File: src/rtl/bch_bm_ctrl.sv
// Step sequencer for the iterative binary BCH Berlekamp-Massey datapath: owns L, picks the update mode.
// Optional BCH_BM_CTRL_ZERO_BYPASS_EN: an all-zero syndrome set skips every step and reports L=0.
module bch_bm_ctrl #(
  parameter  int unsigned t  = 8,
  localparam int unsigned t2 = 2 * t,
  localparam int unsigned RW = $clog2(t2 + 1)
) (
  input  logic          iclk,
  input  logic          ireset,
  input  logic          isyndrome_val,
  input  logic          isyndrome_zero,
  output logic          osyndrome_rdy,
  output logic          odp_load,
  output logic          odp_delta_start,
  input  logic          idp_delta_val,
  input  logic          idp_delta_zero,
  output logic          odp_upd_start,
  output logic [1:0]    odp_upd_mode,
  output logic          odp_first,
  output logic [RW-1:0] odp_r,
  input  logic          idp_upd_done,
  input  logic [RW-1:0] idp_deg,
  input  logic          iout_busy,
  output logic          oloc_poly_val,
  output logic [RW-1:0] oloc_L,
  output logic          oloc_failed,
  output logic          ooverflow
);

  localparam logic [1:0] MODE_SHIFT  = 2'd0;
  localparam logic [1:0] MODE_UPDATE = 2'd1;
  localparam logic [1:0] MODE_SWAP   = 2'd2;

  typedef enum logic [2:0] {IDLE, LOAD, DELTA, WAIT_D, UPD, WAIT_U, CHECK, OUT} state_t;

  state_t        state, state_n;
  logic [RW-1:0] r, r_n;
  logic [RW-1:0] l_reg, l_n;
  logic [1:0]    mode, mode_n;
  logic          fail_q, fail_n;
  logic          poly_n;
  logic [RW-1:0] loc_l_n;
  logic          loc_f_n;
  logic [RW:0]   two_l;
  logic [RW:0]   r_m1;

`ifdef BCH_BM_CTRL_ZERO_BYPASS_EN
  logic zero_q, zero_n;
`else
  logic unused_zero;
  assign unused_zero = isyndrome_zero;
`endif

  // SWAP test 2L <= r-1, evaluated one bit wider than L so 2L cannot wrap
  assign two_l = {l_reg, 1'b0};
  assign r_m1  = {1'b0, r} - (RW+1)'(1);

  assign odp_r        = r;
  assign odp_upd_mode = mode;

  // Next-state, register and output decode
  always_comb begin
    state_n = state;
    r_n     = r;
    l_n     = l_reg;
    mode_n  = mode;
    fail_n  = fail_q;
    poly_n  = 1'b0;
    loc_l_n = oloc_L;
    loc_f_n = oloc_failed;
`ifdef BCH_BM_CTRL_ZERO_BYPASS_EN
    zero_n  = zero_q;
`endif
    case (state)
      IDLE: begin
        if (isyndrome_val) begin
          state_n = LOAD;
          l_n     = '0;
          r_n     = RW'(1);
`ifdef BCH_BM_CTRL_ZERO_BYPASS_EN
          zero_n  = isyndrome_zero;
`endif
        end
      end
      LOAD: begin
`ifdef BCH_BM_CTRL_ZERO_BYPASS_EN
        state_n = zero_q ? CHECK : DELTA;
`else
        state_n = DELTA;
`endif
      end
      DELTA: state_n = WAIT_D;
      WAIT_D: begin
        if (idp_delta_val) begin
          state_n = UPD;
          if (idp_delta_zero) begin
            mode_n = MODE_SHIFT;
          end else if (two_l <= r_m1) begin
            mode_n = MODE_SWAP;
            l_n    = r - l_reg;
          end else begin
            mode_n = MODE_UPDATE;
          end
        end
      end
      UPD: state_n = WAIT_U;
      WAIT_U: begin
        if (idp_upd_done) begin
          if (r == RW'(t2 - 1)) begin
            state_n = CHECK;
          end else begin
            state_n = DELTA;
            r_n     = r + RW'(2);
          end
        end
      end
      CHECK: begin
        state_n = OUT;
`ifdef BCH_BM_CTRL_ZERO_BYPASS_EN
        if (zero_q) begin
          fail_n = 1'b0;
          l_n    = '0;
        end else begin
          fail_n = (idp_deg != l_reg);
        end
`else
        fail_n = (idp_deg != l_reg);
`endif
      end
      OUT: begin
        if (!iout_busy) begin
          state_n = IDLE;
          poly_n  = 1'b1;
          loc_l_n = l_reg;
          loc_f_n = fail_q;
        end
      end
      default: state_n = IDLE;
    endcase
  end

  // State and registered outputs; strobes are decoded from the next state
  always_ff @(posedge iclk) begin
    if (ireset) begin
      state           <= IDLE;
      r               <= '0;
      l_reg           <= '0;
      mode            <= MODE_SHIFT;
      fail_q          <= 1'b0;
      osyndrome_rdy   <= 1'b1;
      odp_load        <= 1'b0;
      odp_delta_start <= 1'b0;
      odp_upd_start   <= 1'b0;
      odp_first       <= 1'b0;
      oloc_poly_val   <= 1'b0;
      oloc_L          <= '0;
      oloc_failed     <= 1'b0;
      ooverflow       <= 1'b0;
`ifdef BCH_BM_CTRL_ZERO_BYPASS_EN
      zero_q          <= 1'b0;
`endif
    end else begin
      state           <= state_n;
      r               <= r_n;
      l_reg           <= l_n;
      mode            <= mode_n;
      fail_q          <= fail_n;
      osyndrome_rdy   <= (state_n == IDLE);
      odp_load        <= (state_n == LOAD);
      odp_delta_start <= (state_n == DELTA);
      odp_upd_start   <= (state_n == UPD);
      odp_first       <= (r_n == RW'(1));
      oloc_poly_val   <= poly_n;
      oloc_L          <= loc_l_n;
      oloc_failed     <= loc_f_n;
      ooverflow       <= ooverflow | (isyndrome_val & (state != IDLE));
`ifdef BCH_BM_CTRL_ZERO_BYPASS_EN
      zero_q          <= zero_n;
`endif
    end
  end

endmodule

File: config.mk
export PLATFORM = sky130hd
export DESIGN_NAME = bch_bm_ctrl
export DESIGN_NICKNAME = d
export VERILOG_FILES = /design/src/rtl/bch_bm_ctrl.sv
export SDC_FILE = /design/constraint.sdc
export NUM_CORES = 1
export LEC_CHECK = 0
export BUFFER_PORTS_ARGS = -buffer_cell sky130_fd_sc_hd__buf_4
export CORE_MARGIN = 2
export CORE_UTILIZATION = 50
export CTS_BUF_LIST = sky130_fd_sc_hd__clkbuf_2 sky130_fd_sc_hd__clkbuf_4 sky130_fd_sc_hd__clkbuf_8
export DETAILED_ROUTE_END_ITERATION = 8
export PLACE_DENSITY = 0.69
export SKIP_LAST_GASP = 1
export SYNTH_ARGS = -nofsm -noshare
export SYNTH_HDL_FRONTEND = slang
export SYNTH_SLANG_ARGS = --single-unit
File: constraint.sdc
create_clock -name iclk -period 3.4 [get_ports iclk]
set_clock_uncertainty 0.05 [all_clocks]
set_input_delay 0 -clock iclk [delete_from_list [all_inputs] [get_ports iclk]]
set_output_delay 0 -clock iclk [all_outputs]
set_load 0.05 [all_outputs]
# Word level (Yosys, flattened, before mapping)
# Index checks and enable logic that the tools add are counted.
dict set report word_totals {
  input_bits 13
  latchBits 0
  regBits 29
  mem_bits_ro 0
  n_memories 0
  ramBits 0
}
dict set report op_classes {
  shifts 0
  bitwise_logic 4
  mux 18
  n_mul 0
  reduce_logical 8
  div 0
  magnitude_cmp 1
  n_eq_ne 17
  add_sub_neg 3
}
# cell n
set ops {}
lappend ops {{two-way mux 5 bit} 7}
lappend ops {{case mux 3 bit (8 select lines)} 1}
lappend ops {{case mux 5 bit (2 select lines)} 2}
lappend ops {{equality test 3 bit (second input constant)} 5}
lappend ops {{two-way mux 3 bit} 5}
lappend ops {{equality test 3 x 2 -> 1 bit (second input constant)} 3}
lappend ops {{inequality test 2 bit (second input constant)} 4}
lappend ops {{equality test 3 x 1 -> 1 bit (second input constant)} 2}
lappend ops {{less-or-equal comparator 6 bit} 1}
lappend ops {{logical NOT 3 bit} 2}
lappend ops {{subtractor 5 x 1 -> 6 bit (second input constant)} 1}
lappend ops {{adder 5 x 2 -> 5 bit (second input constant)} 1}
lappend ops {{equality test 5 x 1 -> 1 bit (second input constant)} 1}
lappend ops {{equality test 5 x 4 -> 1 bit (second input constant)} 1}
lappend ops {{inequality test 5 bit} 1}
lappend ops {{AND reduction 5 bit} 1}
lappend ops {{subtractor 5 bit} 1}
lappend ops {{two-way mux 2 bit} 2}
lappend ops {{AND reduction 2 bit} 2}
lappend ops {{nonzero test 3 bit} 1}
lappend ops {{inverter 1 bit} 2}
lappend ops {{nonzero test 2 bit} 1}
lappend ops {{OR reduction 2 bit} 1}
lappend ops {{bitwise AND 1 bit} 1}
lappend ops {{2 further kinds} 2}

# Depth between registers and ports, before layout
# Gate-level depths: netlist of run 1.
dict set report depth {
  word_depth 6
  mapped_depth 10
  depth_no_buf 10
}

# Worst setup path after synthesis of run 1
# OpenSTA, ideal clock, no wires.
dict set report synth_path {
  kind {register to register}
  from {reg r[1] (netlist: odp_r[1])}
  to {reg l_reg[3]}
  slack_ps 614
  arrival_time_ps 2665
  stages_incl_launch_ff 11
  path_cell_list {dfxtp_1 inv_1 ha_1 nor2b_1 xnor2_1 ha_1 and4_2 a221oi_4 a21oi_2 a21oi_4 mux2i_1}
}
dict set report synth_between {
  elab_chain_len 5
  elab_cells_between_ends 9
  cone_classes {add/sub: 2; order compare: 1; eq/ne: 1; mux: 4; reduce/logical: 1}
}
# item line_no
set synth_rtl {}
lappend synth_rtl {{from (decl)} 37} ;# logic [RW-1:0] r, r_n;
lappend synth_rtl {{from (signal assigned)} 164} ;# r <= r_n;
lappend synth_rtl {{parallel branches: the longest is 5 deep, another holds subtractor 5 x 1 -> 6 bit} n/a}
lappend synth_rtl {{to (signal assigned)} 165} ;# l_reg <= l_n;
lappend synth_rtl {{to (decl)} 38} ;# logic [RW-1:0] l_reg, l_n;
# Several ways; the timed one is not identified. The select of a mux whose other input is x is not followed.
# A chain may end at the register's enable or synchronous reset.

# Worst setup path after layout of run 1
dict set report layout_path {
  from {reg r[1] (netlist: odp_r[1])}
  to {reg l_reg[2]}
}
# The elaborated chain is that of the path after synthesis.

==> reports/metrics.yaml, run 1 <==
synth_area_per_cell_um2: 8.71
vias: 1555
area_growth_pct: 19.7
synthArstFlopShare_pct: 0
period_share_pct: 80.5
first_iter_violations: 79
track_usage_pct: 22.1
timing.rr.start: "odp_r[1]"
cts_buffers: 5
yosysMostFrequentCell: "dfxtp_1"
gp_congestion: 0.842
synth_fp_nets: 229
crit_chain: "inv_1 -> ha_1 -> nor2b_1 -> xnor2_1 -> ha_1 -> and4_2 -> a221oi_4 -> a21o_2 -> nand3_1 -> o32ai_1"
ys_ff_latch: 29
synthCells: 203
drive_gt1_share_pct: 21.6
worstSetupEndpointType: "flop"
io_pins: 33
hp-start: "idp_deg[0]"
cp_max_fo: 10
die_area_um2: 4030
cts-root-buf: "clkbuf_4"
synthTopCellsByCount: "29 x dfxtp_1, 27 x nor2_1, 14 x nand2_1"
arrival_ns: 2.93
cpMaxStageDelayCell: "dfxtp_1"
coreArea_um2: 3360
timing.fmax_ghz: 0.365
hp-class: "in -> reg"
fp.dieH_um: 63.5
status: "complete, no violations"
ys.flop_type: "dfxtp_1"
yosys_warnings: 0
overflow: 0
clk_pin_slew_ns: 0.10
initial_utilization_pct: 52.6
die_width_um: 63.5
portBuffers: 31
cts_tree: "yes"
worst_path_most_repeated_cell: "ha_1"
insertion_delay_ns: 0.33
antenna_left: 0
routed_wl_um: 3980
synth_top_area_cell: "dfxtp_1"
synth_seq_area_share_pct: 32.8
vias_per_cell: 5.51
dp_hpwl_um: 2950
power_density_nw_per_um2: 400
grt_max_degree: 29
clock_sinks: 29
peakVddDrop_mv: 0.291
wl_per_cell_um: 14.1
cpPeakStageDelay_ns: 0.60
worst_pin_slew_ns: 0.586
drv_cap: 0
rows: 21
grt_pass1_wl_um: 6930
pre_cts_ws_ns: 0.691
post_dp_cell_area_um2: 1980
rsz0062_at_grt: "no"
setup_ws_ns: 0.663
cp_data_required_time_ns: 3.59
first_pass_iters: 4
yosysTopAreaCellShare_pct: 32.8
grt_pass1_vias: 1502
synth.distinct_cells: 48
htreeDepth: 2
slew_viol_final: 0
cp-startpoint: "odp_r[1]"
worst_hold_slack_ns: 0.0245
tns_ns: 0
antenna_cells: 0
antenna_found_initial: 0
nets: 261
critPathKind: "reg -> reg"
cts_setup_buffers: 0
fillers: 322
period_minus_slack_ns: 2.74
synth_edf_count: 0
final_cell_area_um2: 2120
worst_setup_path_start_kind: "flop"
setup_viol: 0
relSlewSlack_pct: 60.9
hold_viol: 0
drcViolationCount: 0
clk_path_buf_depth: 2
p_leak_nw: 0.926
synth_area_um2: 1770
synth.area.top_cells: "dfxtp_1 33%, ha_1 8.5%, nor2_1 5.7%, nand2_1 3.0%, xnor2_1 3.0%"
power breakdown:
group          internal [mW]  switching [mW]
clock                  0.228           0.127
sequential             0.350          0.0155
combinational         0.0520          0.0760
worst paths after layout:
check	endpoint	slack [ns]	cells past startpoint
max	l_reg[2]	0.66	10
min	fail_q	0.02	5
max reg2reg	l_reg[2]	0.66	10
min reg2reg	odp_upd_mode[0]	0.41	2
metrics by stage:
| step | cells | utilization (%) | total power, mW |
|---|---|---|---|
| 2_1_floorplan | 203 | - | 0.462 |
| 3_3_place_gp | 271 | 59.0 | 0.493 |
| 3_5_place_dp | 271 | 59.0 | 0.497 |
| 4_1_cts | 282 | 62.9 | 0.854 |
| 5_1_grt | 282 | 62.9 | 0.887 |
| 6_report | 282 | 62.9 | 0.848 |
cell type report:
| cell class | count | area (um2) | share of cell area, % |
|---|---|---|---|
| tap | 46 | 57.6 | 2.72 |
| sequential | 29 | 581 | 27.4 |
| multi-input combinational | 152 | 1060 | 50.3 |
| clock buffer | 5 | 37.5 | 1.77 |
| inverter | 13 | 48.8 | 2.30 |
| clock inverter | 3 | 65.1 | 3.07 |
| timing repair buffer | 34 | 263 | 12.4 |
cells in the final DEF (no fill, tap or decap), types with 2 or more instances in the layout:
master         instances
nand3_1                8
buf_4                 31
dlygate4sd3_1          3
nand4b_1               3
inv_1                 13
a21o_1                 4
mux2i_1                5
dfxtp_1               29
xor2_1                 6
and2_1                 2
clkbuf_4               5
nand4_1                3
nor4_1                 2
nand2_1               14
bufinv_16              2
or3_1                  2
xnor2_1                6
and4_2                 2
ha_1                  12
a21oi_1               10
a22oi_1                2
nor2b_1                6
nor2_1                27
a21o_2                 2
o32ai_1                3
a31oi_1                3
o21ai_0                5
nor3_1                 5
logic make-up after synthesis:
group                      Yosys count  synth area share [%]
DFF                                 29                  32.8
xor gates and xnor gates            12                  5.94
adders and majority gates           13                  9.62
buffers and inverters               22                  6.94
muxes                                6                  3.68
and+or+nand+nor                     83                  24.7
AOI/OAI and AO/OA                   38                  16.3
per-layer routing:
| layer | track usage [%] | up-vias | wire, um |
|---|---|---|---|
| met2 | 37.8 | 53 | 1980 |
| li1 | - | 774 | - |
| met1 | 27.4 | 723 | 1740 |
| met4 | 8.97 | 0 | 56 |
| met5 | 0 | - | 0 |
| met3 | 3.75 | 5 | 197 |
timing repair:
| action | 4_1_cts | 5_1_grt |
|---|---|---|
| endpoints found under the setup margin | 0 | 0 |
| endpoints found under the hold margin | 15 | 0 |
| hold buffers | 3 | 0 |
| gates resized for setup | 0 | 0 |
worst max-delay path, delay by kind of cell (launching register included):
family	cells	cell delay, ns
flip-flops	1	0.60
AND/OR/NAND/NOR	3	0.55
adder cells (fa/ha/maj)	2	0.52
buffers and inverters	1	0.13
XOR/XNOR	1	0.15
AO/OA/AOI/OAI	3	0.64
Power figures use the tool's default switching activity.
==> run 2: changes to the inputs <==
PLACE_DENSITY = 0.72   (was 0.69)
clock period = 2.24 ns   (was 3.4 ns; I/O delays follow)
==> run 2 against run 1 <==
Compared with the run above: setup slack worse by 0.64 ns; flip-flop and latch count unchanged; register-to-register slack got worse by 0.64 ns; maximum frequency rose by 24%; non-clock buffer count rose by 10; first-iteration DRC count rose by 19%; final cell count is 3.5% higher; critical path type unchanged; core utilization rose by 3.9 points; global-route usage fell by 0.92 points; total power rose by 27%; combinational power up 77%; critical endpoint is now l_reg[3].
==> reports/metrics.yaml, run 2 (synthesized netlist as in run 1, its figures left out) <==
htreeDepth: 2
finalPower_mw: 1.08
hp-class: "in -> reg"
worst_hold_slack_ns: 0.0329
cp_data_required_time_ns: 2.45
cp_top_family: "compound AO/OA/AOI/OAI gates"
slew_viol_final: 0
clock_sinks: 29
coreArea_um2: 3360
drcViolationCount: 0
peakVddDrop_mv: 0.292
fp.dieH_um: 63.5
relSlewSlack_pct: 69.4
dp_hpwl_um: 2920
status: "complete, no violations"
area_growth_pct: 27.2
track_usage_pct: 21.2
crit_chain: "inv_4 -> ha_4 -> nor2b_4 -> xnor2_2 -> ha_1 -> and4_4 -> a221oi_4 -> a21oi_2 -> a21oi_4 -> mux2i_1"
cts_tree: "yes"
arrival_ns: 2.42
die_width_um: 63.5
drv_cap: 0
first_pass_iters: 4
rows: 21
cpMaxStageDelayCell: "dfxtp_4"
hold_viol: 0
power_density_nw_per_um2: 480
grt_pass1_vias: 1513
grt_max_degree: 29
antenna_left: 0
cts_buffers: 5
cpPeakStageDelay_ns: 0.38
period_minus_slack_ns: 2.21
insertion_delay_ns: 0.33
vias: 1595
final_common_cell: "buf_4"
critPathKind: "reg -> reg"
worst_pin_slew_ns: 0.457
critical_path_buf_inv_count: 1
vias_per_cell: 5.46
worst_setup_path_start_kind: "flop"
io_pins: 33
first_iter_violations: 94
wl_per_cell_um: 13.4
clk_path_buf_depth: 2
portBuffers: 31
clk_pin_slew_ns: 0.09
nets: 271
rsz0062_at_grt: "yes"
cp_max_fo: 5
overflow: 0
routed_wl_um: 3930
cts-root-buf: "clkbuf_4"
antenna_found_initial: 0
grt_pass1_wl_um: 6810
timing.fmax_ghz: 0.452
gp_congestion: 0.871
initial_utilization_pct: 52.6
antenna_cells: 0
setup_viol: 0
worstSetupEndpointType: "flop"
drive_gt1_share_pct: 32.5
die_area_um2: 4030
p_leak_nw: 0.988
period_share_pct: 98.8
layout_common_cells: "41 x buf_4, 27 x nor2_1, 24 x dfxtp_1"
==> run 2: stage by stage <==
stage	util, %	instances	area [um2]	TNS (ns)	worst slack (ns)
floorplan	-	203	1800	-0.0277	-0.0277
global placement	61.6	279	2070	0	0.0483
detailed placement	61.6	279	2070	0	0.00680
CTS	64.1	290	2160	0	0.00709
global route	66.9	292	2250	-0.199	-0.103
finish	66.9	292	2250	0	0.0264
==> run 2: area by class of cell <==
type                       count  area, um2
inverter                      13       56.3
multi-input combinational    152       1150
fill                         302       1110
tap                           46       57.6
sequential                    29        597
clock buffer                   6       45.0
timing repair buffer          44        338
clock inverter                 2       10.0
==> run 2: power by group <==
part / internal [mW] / total (mW) / switching (mW) / leakage, nW
registers: 0.528 / 0.544 / 0.0162 / 0.239
clock network: 0.131 / 0.310 / 0.179 / 0.0354
logic: 0.0943 / 0.226 / 0.131 / 0.714
==> run 2: path summary, 6_finish.rpt <==
path	slack [ns]	depth (start not counted)	to	from
worst min register to register	0.41	2	odp_upd_mode[0]	odp_upd_mode[0]
worst max-delay path	0.03	10	l_reg[3]	odp_r[2]
worst min-delay path	0.03	5	fail_q	idp_deg[2]
worst max register to register	0.03	10	l_reg[3]	odp_r[2]
==> run 2: worst reg2reg max path, cell delays in order, from the launching register on <==
cell and delay, ns:
dfxtp_4 0.38, inv_4 0.04, ha_4 0.14, nor2b_4 0.13, xnor2_2 0.13, ha_1 0.29
and4_4 0.17, a221oi_4 0.27, a21oi_2 0.13, a21oi_4 0.23, mux2i_1 0.19
==> run 2: layer usage <==
layer  track usage [%]  share of wire (%)  wire (um)  up-vias
met5                 0                  0          0        -
met4              6.52               0.48         19        0
met3              5.18                5.7        225        4
met2              34.3                 48       1880       51
met1              27.7                 46       1800      744
li1                  -                  -          -      796
==> run 2: what timing repair did <==
| item | CTS | global route |
|---|---|---|
| endpoints found under the hold margin | 15 | 0 |
| setup endpoints to repair | 1 | 6 |
| gates resized for setup | 0 | 14 |
| hold buffers | 3 | 0 |
| setup buffers | 0 | 2 |
| pin swaps | 1 | 6 |
==> run 3: changes to the inputs <==
BUFFER_PORTS_ARGS = not set   (was -buffer_cell sky130_fd_sc_hd__buf_4)
CORE_MARGIN = 5   (was 2)
DONT_BUFFER_PORTS = 1   (was not set)
PLACE_DENSITY = 0.64   (was 0.72)
==> run 3 against run 2 <==
Compared with the run above: setup slack worse by 0.012 ns; critical path depth did not move; via count increased by 1.8%; clock power up 2%; sequential share of layout area is 0.72 points higher; routed wire length up 15%; final area is 2.2% lower; largest power group unchanged.
==> reports/metrics.yaml, run 3 (synthesized netlist as in run 1, its figures left out) <==
antenna_left: 0
portBuffers: 0
multi_input_area_um2: 1130
status: "complete, no violations"
power_density_nw_per_um2: 482
worst_pin_slew_ns: 0.529
rows: 21
hold_depth: 4
fp.dieH_um: 69.5
p_leak_nw: 0.941
vias_per_cell: 5.76
timing.fmax_ghz: 0.449
arrival_ns: 2.43
clock_sinks: 29
first_iter_violations: 77
cts_buffers: 5
routed_wl_um: 4500
clk_path_buf_depth: 2
period_share_pct: 99.4
antenna_found_initial: 0
cpMaxStageDelayCell: "dfxtp_4"
fin_util_pct: 64.9
seq_area_um2: 599
grt_max_degree: 20
drcViolationCount: 0
wl_per_cell_um: 16.0
cp_data_required_time_ns: 2.45
area_growth_pct: 24.4
rsz0062_at_grt: "yes"
layout_common_cells: "26 x nor2_1, 22 x dfxtp_1, 20 x dlygate4sd3_1"
initial_utilization_pct: 52.2
final_common_cell: "nor2_1"
setup_viol: 0
hp-class: "in -> reg"
worst_setup_path_start_kind: "flop"
htreeDepth: 2
seqPwrFrac_pct: 55.1
insertion_delay_ns: 0.33
r2r_cells: 10
nets: 261
drv_cap: 0
first_pass_iters: 4
cts_tree: "yes"
grt_pass1_vias: 1560
critPathKind: "reg -> reg"
relSlewSlack_pct: 64.7
antenna_cells: 0
coreArea_um2: 3390
period_minus_slack_ns: 2.23
clk_pin_slew_ns: 0.09
track_usage_pct: 18.9
cpPeakStageDelay_ns: 0.37
combPwrFrac_pct: 15.2
cp_max_fo: 4
grt_pass1_wl_um: 7290
worstSetupEndpointType: "flop"
sw_frac_of_total_pct: 30.2
p_int_mw: 0.740
slew_viol_final: 0
finalPower_mw: 1.06
vias: 1623
cts-root-buf: "clkbuf_4"
gp_congestion: 0.819
fillers: 294
hold_viol: 0
dp_hpwl_um: 3170
io_pins: 33
peakVddDrop_mv: 0.298
die_area_um2: 4830
overflow: 0
drive_gt1_share_pct: 22.9
p_sw_mw: 0.319
pwr-share-clk_pct: 29.7
crit_chain: "inv_4 -> ha_4 -> nor2b_4 -> xnor2_1 -> ha_1 -> and4_4 -> a221oi_4 -> a21oi_2 -> a21oi_4 -> mux2i_1"
die_width_um: 69.5
run 3: changes by cell type in the layout (fill, tap and decap cells not counted), sizes merged:
cell / before / now
buf: 41 / 14
dlygate4sd3: 3 / 20
run 3: critical path: cells and delay by family (launching register included):
kind | cells | cell delay [ns]
xor+xnor | 1 | 0.12
fa+ha+maj | 2 | 0.43
buf+inv | 1 | 0.04
flops | 1 | 0.37
mux | 1 | 0.19
compound gates | 3 | 0.63
simple gates | 2 | 0.32
run 3: power by group through the flow:
stage                     clock (mW)  combinational (mW)  sequential, mW
after floorplan                    0               0.108           0.593
after global placement             0               0.123           0.595
after detailed placement           0               0.127           0.596
after CTS                      0.316               0.150           0.584
after global routing           0.346               0.176           0.587
final                          0.315               0.161           0.584
run 3: final timing paths:
kind / from / endpoint / slack (ns)
setup / recovery: odp_r[2] / l_reg[3] / 0.01
hold / removal: isyndrome_val / odp_r[1] / 0.02
setup reg to reg: odp_r[2] / l_reg[3] / 0.01
hold reg to reg: l_reg[0] / l_reg[0] / 0.52
run 3: cell type report:
cell class	count	share of cell area, %
clock buffer	6	2.05
clock inverter	2	0.455
inverter	13	2.45
multi-input combinational	152	51.3
sequential	29	27.2
tap	46	2.62
timing repair buffer	34	13.9
run 3: what timing repair did:
| action | in CTS | in global routing |
|---|---|---|
| pin swaps | 3 | 7 |
| hold buffers | 20 | 0 |
| endpoints found under the setup margin | 2 | 15 |
| hold endpoints to repair | 29 | 0 |
| buffers inserted | 0 | 4 |
| resized for setup | 0 | 13 |
run 3: through the flow:
stage / cell area (um2) / setup slack (ns) / TNS, ns / instances / hold WS [ns]
after floorplan: 1800 / -0.0277 / -0.0277 / 203 / 0.0907
after global placement: 1850 / 0.0655 / 0 / 250 / 0.0149
after detailed placement: 1850 / -0.0142 / -0.0142 / 250 / 0.0166
after CTS: 2110 / 0.000525 / 0 / 278 / 0.0197
after global routing: 2200 / -0.0802 / -0.242 / 282 / 0.0245
final: 2200 / 0.0141 / 0 / 282 / 0.0241
run 3: layer usage:
metal | wire length (um) | vias up | track usage [%]
li1 | - | 778 | -
met1 | 1880 | 787 | 22.2
met2 | 2280 | 49 | 32.2
met3 | 261 | 9 | 5.94
met4 | 74 | 0 | 6.51
met5 | 0 | - | 0
